[src/rtl/ex_muldiv.sv]
// Iterative multiply/divide unit for the execute stage: radix-2 shift-add multiply,
// restoring divide, sign fix-up on the final cycle, results held in HI/LO.
module ex_muldiv #(
  parameter int WIDTH = 32
) (
  input  logic             CLK,
  input  logic             RST,
  input  logic             start,
  input  logic [1:0]       op,
  input  logic [WIDTH-1:0] rs_val,
  input  logic [WIDTH-1:0] rt_val,
  input  logic             flush,
  output logic             busy,
  output logic             done,
  output logic             div_zero,
  output logic [WIDTH-1:0] hi,
  output logic [WIDTH-1:0] lo
);

  localparam int CW = $clog2(WIDTH + 1);

  typedef enum logic [1:0] {S_IDLE, S_RUN, S_FIX} state_t;

  state_t r_state, w_next;

  logic               r_is_div, r_dz, r_neg_q, r_neg_r;
  logic [WIDTH-1:0]   r_a;      // multiplicand or divisor magnitude
  logic [2*WIDTH-1:0] r_acc;    // multiply: {partial, multiplier}; divide: low half dividend -> quotient
  logic [WIDTH:0]     r_rem;
  logic [CW-1:0]      r_cnt;
  logic [WIDTH-1:0]   r_hi, r_lo;
  logic               r_done, r_div_zero;

  logic               w_signed, w_div, w_rs_neg, w_rt_neg, w_start_ok, w_dz_start;
  logic [WIDTH-1:0]   w_rs_mag, w_rt_mag;
  logic [WIDTH:0]     w_msum;
  logic [WIDTH+1:0]   w_dshift, w_ddiff;
  logic               w_qbit;
  logic [2*WIDTH-1:0] w_prod;
  logic [WIDTH-1:0]   w_quo, w_remv;

  assign w_signed   = ~op[0];
  assign w_div      = op[1];
  assign w_rs_neg   = w_signed & rs_val[WIDTH-1];
  assign w_rt_neg   = w_signed & rt_val[WIDTH-1];
  assign w_rs_mag   = w_rs_neg ? (WIDTH'(0) - rs_val) : rs_val;
  assign w_rt_mag   = w_rt_neg ? (WIDTH'(0) - rt_val) : rt_val;
  assign w_start_ok = (r_state == S_IDLE) & start & ~flush;
  assign w_dz_start = w_div & ~(|rt_val);

  assign w_msum   = {1'b0, r_acc[2*WIDTH-1:WIDTH]} + (r_acc[0] ? {1'b0, r_a} : '0);
  // Top bit of the shifted remainder is kept so a borrow is visible in w_ddiff's MSB.
  assign w_dshift = {r_rem, r_acc[WIDTH-1]};
  assign w_ddiff  = w_dshift - {2'b00, r_a};
  assign w_qbit   = ~w_ddiff[WIDTH+1];

  assign w_prod = r_neg_q ? (~r_acc + 1'b1) : r_acc;
  assign w_quo  = r_neg_q ? (WIDTH'(0) - r_acc[WIDTH-1:0]) : r_acc[WIDTH-1:0];
  assign w_remv = r_neg_r ? (WIDTH'(0) - r_rem[WIDTH-1:0]) : r_rem[WIDTH-1:0];

  always_ff @(posedge CLK or posedge RST) begin
    if (RST) r_state <= S_IDLE;
    else     r_state <= w_next;
  end

  always_comb begin
    w_next = r_state;
    case (r_state)
      S_IDLE: if (w_start_ok) w_next = w_dz_start ? S_FIX : S_RUN;
      S_RUN:  if (r_cnt == CW'(1)) w_next = S_FIX;
      S_FIX:  w_next = S_IDLE;
      default: w_next = S_IDLE;
    endcase
    if (flush) w_next = S_IDLE;
  end

  always_comb begin
    busy = (r_state != S_IDLE) | (start & ~flush);
  end

  always_ff @(posedge CLK or posedge RST) begin
    if (RST) begin
      r_is_div   <= 1'b0;
      r_dz       <= 1'b0;
      r_neg_q    <= 1'b0;
      r_neg_r    <= 1'b0;
      r_a        <= '0;
      r_acc      <= '0;
      r_rem      <= '0;
      r_cnt      <= '0;
      r_hi       <= '0;
      r_lo       <= '0;
      r_done     <= 1'b0;
      r_div_zero <= 1'b0;
    end else begin
      r_done     <= 1'b0;
      r_div_zero <= 1'b0;
      case (r_state)
        S_IDLE: if (w_start_ok) begin
          r_is_div <= w_div;
          r_dz     <= w_div & w_dz_start;
          r_neg_q  <= w_rs_neg ^ w_rt_neg;
          r_neg_r  <= w_rs_neg;
          r_a      <= w_rt_mag;
          r_acc    <= {{WIDTH{1'b0}}, (w_div & w_dz_start) ? rs_val : w_rs_mag};
          r_rem    <= '0;
          r_cnt    <= CW'(WIDTH);
        end
        S_RUN: begin
          r_cnt <= r_cnt - 1'b1;
          if (r_is_div) begin
            r_rem             <= w_qbit ? w_ddiff[WIDTH:0] : w_dshift[WIDTH:0];
            r_acc[WIDTH-1:0]  <= {r_acc[WIDTH-2:0], w_qbit};
          end else begin
            r_acc <= {w_msum, r_acc[WIDTH-1:1]};
          end
        end
        S_FIX: if (!flush) begin
          if (r_dz) begin
            r_hi <= r_acc[WIDTH-1:0];
            r_lo <= '1;
          end else if (r_is_div) begin
            r_hi <= w_remv;
            r_lo <= w_quo;
          end else begin
            r_hi <= w_prod[2*WIDTH-1:WIDTH];
            r_lo <= w_prod[WIDTH-1:0];
          end
          r_done     <= 1'b1;
          r_div_zero <= r_dz;
        end
        default: ;
      endcase
    end
  end

  assign done     = r_done;
  assign div_zero = r_div_zero;
  assign hi       = r_hi;
  assign lo       = r_lo;

endmodule

[config.mk]
export PLATFORM = sky130hd
export DESIGN_NAME = ex_muldiv
export DESIGN_NICKNAME = d
export VERILOG_FILES = /design/src/rtl/ex_muldiv.sv
export SDC_FILE = /design/constraint.sdc
export NUM_CORES = 1
export LEC_CHECK = 0
export CAP_MARGIN = 40
export CORE_AREA = 2 2 167 169
export CTS_CLUSTER_DIAMETER = 200
export DETAILED_ROUTE_END_ITERATION = 16
export DIE_AREA = 0 0 169 171
export PLACE_DENSITY_LB_ADDON = 0.25
export RECOVER_POWER = 100
export SETUP_SLACK_MARGIN = 0.1
export SYNTH_ARGS = -nofsm -noshare
export SYNTH_HDL_FRONTEND = slang
export SYNTH_SLANG_ARGS = --single-unit
export TNS_END_PERCENT = 1
[constraint.sdc]
create_clock -name CLK -period 7.1 [get_ports CLK]
set_input_delay 0.71 -clock CLK [delete_from_list [all_inputs] [get_ports CLK]]
set_output_delay 0.71 -clock CLK [all_outputs]
set_load 0.01 [all_outputs]
# After elaboration in Yosys (flattened, before gate mapping)
# Index checks and enable logic that the tools add are counted.
# totals
word_cells	84
ff_bits	207
# classes
n_reduce_logical	10
n_bitwise	14
n_eq_ne	8
n_addsub	8
n_mux	30
# op_table
op	n
$mux W32	12
$mux W64	2
$pmux W64 S2	1
$sub A1 B32 Y32 const A	4
$mux W33	3
$pmux W33 S2	1
$add A64 B1 Y64 const B	1
$not A64 Y64	1
$sub A34 B32 Y34	1
$add A32 B32 Y33	1
$reduce_or A32 Y1	1
$pmux W6 S2	1
$mux W2	4
$reduce_and A2 Y1	4
$and A1 B1 Y1	7
$eq A6 B1 Y1 const B	1
$mux W6	1
$ne A2 B2 Y1 const B	3
$ne A3 B3 Y1 const B	2
$reduce_and A3 Y1	2
$sub A6 B1 Y6 const B	1
$mux W1	4
$not A1 Y1	4
$pmux W2 S2	1
6 further kinds	7

# Logic depth before layout (Yosys ltp)
# depth
word_depth	7
depth_mapped	14
ltp_nobuf	13

# Least setup slack after synthesis
# Ideal clock, no wire load.
# synth_timing
path_type	in2reg
startpoint	in rs_val[9]
endpoint	reg r_acc[29]
path_stages	9
t_arrival_ns	3.201
path_slack_ns	3.776
cell_sequence	or4_1 or3_1 or4_1 or4_4 nand2b_4 o41ai_2 xnor2_1 o21ai_0 nand2_1
# synth_between
elab_chain_cells	5
# synth_lines
element	line_no	source
start: declaration	10	input logic [WIDTH-1:0] rs_val,
$sub A1 B32 Y32	46	assign w_rs_mag = w_rs_neg ? (WIDTH'(0) - rs_val) : rs_val;
$mux W32	46	
$mux W32	105	r_acc <= {{WIDTH{1'b0}}, (w_div & w_dz_start) ? rs_val : w_rs_mag};
$mux W64	99	S_IDLE: if (w_start_ok) begin
$pmux W64 S2	98	case (r_state)
end signal: assignment	105	
end signal: indexed assignment	113	r_acc[WIDTH-1:0] <= {r_acc[WIDTH-2:0], w_qbit};
end signal: assignment	115	r_acc <= {w_msum, r_acc[WIDTH-1:1]};
end: declaration	28	logic [2*WIDTH-1:0] r_acc;
# Every way passes these cells. The select of a mux whose other input is x is not followed.
# A chain may end at the register's enable or synchronous reset.

# Worst setup path in the final report
# layout_timing
startpoint	reg r_a[1]
endpoint	reg r_rem[0]
# layout_between
elab_chain_cells	4
# layout_lines
element	line_no	source
start: declaration	27	logic [WIDTH-1:0] r_a;
start signal: assignment	104	r_a <= w_rt_mag;
$sub A34 B32 Y34	54	assign w_ddiff = w_dshift - {2'b00, r_a};
$mux W33	112	r_rem <= w_qbit ? w_ddiff[WIDTH:0] : w_dshift[WIDTH:0];
$mux W33	111	if (r_is_div) begin
$pmux W33 S2	98	
end signal: assignment	112	
end: declaration	29	logic [WIDTH:0] r_rem;
# Every way passes these cells. The select of a mux whose other input is x is not followed.

==> results.yml <==
sta:
  fin_worst_skew_ns: 0.0220
  setup_viol: 0
  setup_slack_ns: 1.95
  max_slew_margin_pct: -83.4
  final-hold-violation-count: 0
  fmax_ghz: 0.194
  tightest_slew_ns: 2.75
  drv_slew: 319
  fin_crit_sh_pct: 72.6
  rsz0062_at_grt: "false"
  fin_setup_tns_ns: 0
  hold_slack_ns: 0.472
  finalCriticalPeriod_ns: 5.15
detailed_routing:
  routed_wl_mm: 48.1
  wl_per_cell_um: 19.8
  num_vias: 15400
  ant_nets: 0
  drc: 0
  first_pass_iters: 5
  drtIter0Drc: 1371
  viasPerCell: 6.34
logic_synthesis:
  yosysSeqAreaShare_pct: 32.5
  synth_edf_count: 0
  synth_flop_cell: "dfrtp_1"
  synth_warnings: 0
  syn-cell-area_sq_um: 16000
  ys_types: 73
  synth_fp_nets: 2144
  synth_cells: 2002
  syn_area_per_cell_sq_um: 7.97
  async_reset_ff_share_pct: 100
  ys_ff_latch: 207
power_and_ir_drop:
  p_comb_share_pct: 56.7
  p_seq_share_pct: 28.0
  powerDensity_nw_per_um2: 481
  sw_frac_of_total_pct: 47.3
  p_int_mw: 4.65
  p_clk_share_pct: 15.3
  power_leakage_nw: 8.10
  ir_drop_mv: 0.252
  finalPower_mw: 8.82
  p_sw_mw: 4.18
floorplan:
  io_pins: 137
  start_util_pct: 58.4
  die_h_um: 171
  core_sq_um: 27300
  die_w_um: 169
  rows: 61
  dieArea_sq_um: 28900
clock_tree:
  postCtsHoldBufs: 0
  clk-insertion-delay-late_ns: 0.54
  cts_setup_buffers: 0
  cts.sinks: 207
  clk_pin_slew_worst_paths_ns: 0.06
  cts-buffers-inserted: 24
  ctsResizeCount: 0
  clk_path_buf_depth: 3
  cts-htree-levels: 1
  root_buffer: "clkbuf_16"
  cts_tree: "done"
outcome:
  violations: "max-capacitance violations, max-slew violations"
  outcome: "complete, but fails checks"
global_route:
  grt_pass1_vias: 14300
  grt.overflow.total: 0
  grt_max_degree: 92
  antenna_found_initial: 0
  grt_pass1_wl_mm: 76.7
  grtUsageTotal_pct: 33.2
layout:
  nNetsFinal: 2206
  fin_cells: 2428
  num_antenna_cells: 0
  num-fill-cells: 2302
  seqCellArea_sq_um: 5180
  area_delta_synth_final_pct: 14.9
  multiInputGateArea_sq_um: 10000
  drive_gt1_share_pct: 4.18
critical_path:
  slowest_stage: "clkbuf_1"
  cpLargestDelayFamily: "compound AO/OA/AOI/OAI gates"
  start_kind: "flop"
  crit_fanout: 31
  cp_cell_sequence: "inv_1, ha_1, nor2b_1, o31a_1, o311ai_0, a21boi_0, o21ai_0, nand4_1, nand3_1, clkbuf_1, mux2i_1, a22o_1"
  worstSetupPathType: "flop to flop"
  crit_path_end_kind: "flop"
  required_ns: 7.51
  critPathMaxStageDelay_ns: 1.57
  worst-path-buf-inv: 2
  cp.arrival_ns: 5.56
hold_path:
  hp-class: "flop to flop"
place:
  dp_hpwl_mm: 36.3
  port_buffers: 136
  gp_congestion: 0.994
  dp_cells: 2384
  detailedPlace.worstSlack_ns: 3.05
flow_run:
  maxCapViolations: 6
==> cell usage after synthesis, types with 8 or more instances <==
library cell	instances	area share, %
o21ai_0	224	7.0
o41ai_1	19	1.0
nor3_1	33	1.0
nor4_1	10	0.39
or4_1	25	1.2
xor2_1	84	4.6
nor2b_1	13	0.51
dfrtp_1	207	32
a31oi_1	12	0.47
ha_1	70	5.5
nor2_1	154	3.6
a21o_1	23	1.1
nand4_1	13	0.51
o21bai_1	8	0.38
nand2b_1	13	0.51
xnor2_1	115	6.3
nand2_1	275	6.5
a21oi_1	166	5.2
and3_1	19	0.74
buf_1	8	0.19
a211oi_1	11	0.52
clkbuf_1	104	2.4
nand3_1	58	1.8
o31ai_1	42	2.0
buf_2	9	0.28
or3_1	25	0.98
o21a_1	12	0.56
inv_1	70	1.6
mux2i_1	63	4.0
==> cells by family (layout without fill, tap and decap cells) <==
logic type	Yosys count	in the layout	share of synthesized area [%]
compound gates	591	591	22.4
mux	65	65	4.09
buf+inv	192	272	4.61
flops	207	207	32.5
simple gates	676	676	19.8
fa+ha+maj	72	72	5.74
xor+xnor	199	199	10.9
==> registers in the layout (all words and copies together) (netlist names) <==
| signal | flops |
|---|---|
| div_zero | 1 |
| r_state | 2 |
| r_is_div | 1 |
| r_rem | 33 |
| done | 1 |
| r_neg_r | 1 |
| r_dz | 1 |
| lo | 32 |
| r_acc | 64 |
| hi | 32 |
| r_cnt | 6 |
| r_neg_q | 1 |
| r_a | 32 |
==> final cells by class <==
| class | instances | area share (%) |
|---|---|---|
| Multi-Input combinational cell | 1603 | 54.8 |
| Timing Repair Buffer | 158 | 8.45 |
| Tap cell | 346 | 2.36 |
| Clock inverter | 8 | 0.839 |
| Inverter | 70 | 1.44 |
| Sequential cell | 207 | 28.3 |
| Clock buffer | 36 | 3.85 |
==> stage by stage <==
| stage | util, % | instance area, sq um |
|---|---|---|
| 6_report | 67.1 | 18300 |
| 5_1_grt | 67.1 | 18300 |
| 2_1_floorplan | - | 16000 |
| 3_5_place_dp | 64.3 | 17600 |
| 3_3_place_gp | 63.8 | 17400 |
| 4_1_cts | 67.5 | 18400 |
==> worst min-delay path, delay by kind of cell, from the launching register on <==
family,cells,cell delay (ns)
flops,1,0.34
simple gates,2,0.11
==> per-layer routing <==
layer	global-route usage (%)	up-vias	routed length [um]
li1	-	7265	-
met5	0	-	0
met3	3.82	152	3130
met4	18.4	0	2990
met2	55.1	675	22400
met1	42.6	7311	19600
==> power by group through the flow <==
stage          combinational, mW  sequential (mW)  clock, mW
2_1_floorplan               3.65             2.16          0
3_3_place_gp                4.80             2.45          0
3_5_place_dp                4.97             2.47          0
4_1_cts                     5.01             2.45       1.36
5_1_grt                     5.51             2.53       1.41
6_report                    5.00             2.47       1.35
==> cells in the final DEF, fill, tap and decap left out, drive strengths merged, types with 27 or more instances in the layout <==
cell type,synthesis,routed
nand2,275,275
o21ai,228,228
dfrtp,207,207
a21oi,166,166
nor2,154,154
xnor2,115,115
xor2,84,84
dlygate4sd3,0,71
ha,70,70
inv,70,68
clkdlybuf4s50,0,65
mux2i,63,63
nand3,58,58
clkbuf,104,44
o31ai,43,43
nor3,34,34
or4,27,27
==> path summary, 6_finish.rpt <==
kind	start	to	slack (ns)	depth (start not counted)
max	r_a[1]	r_rem[0]	1.95	12
min	hi[3]	hi[3]	0.47	2
max reg2reg	r_a[1]	r_rem[0]	1.95	12
min reg2reg	hi[3]	hi[3]	0.47	2
max in group asynchronous	RST	hi[8]	3.63	4
min in group asynchronous	RST	r_a[7]	1.40	2
Note: power is estimated with default switching activity, not from simulation.
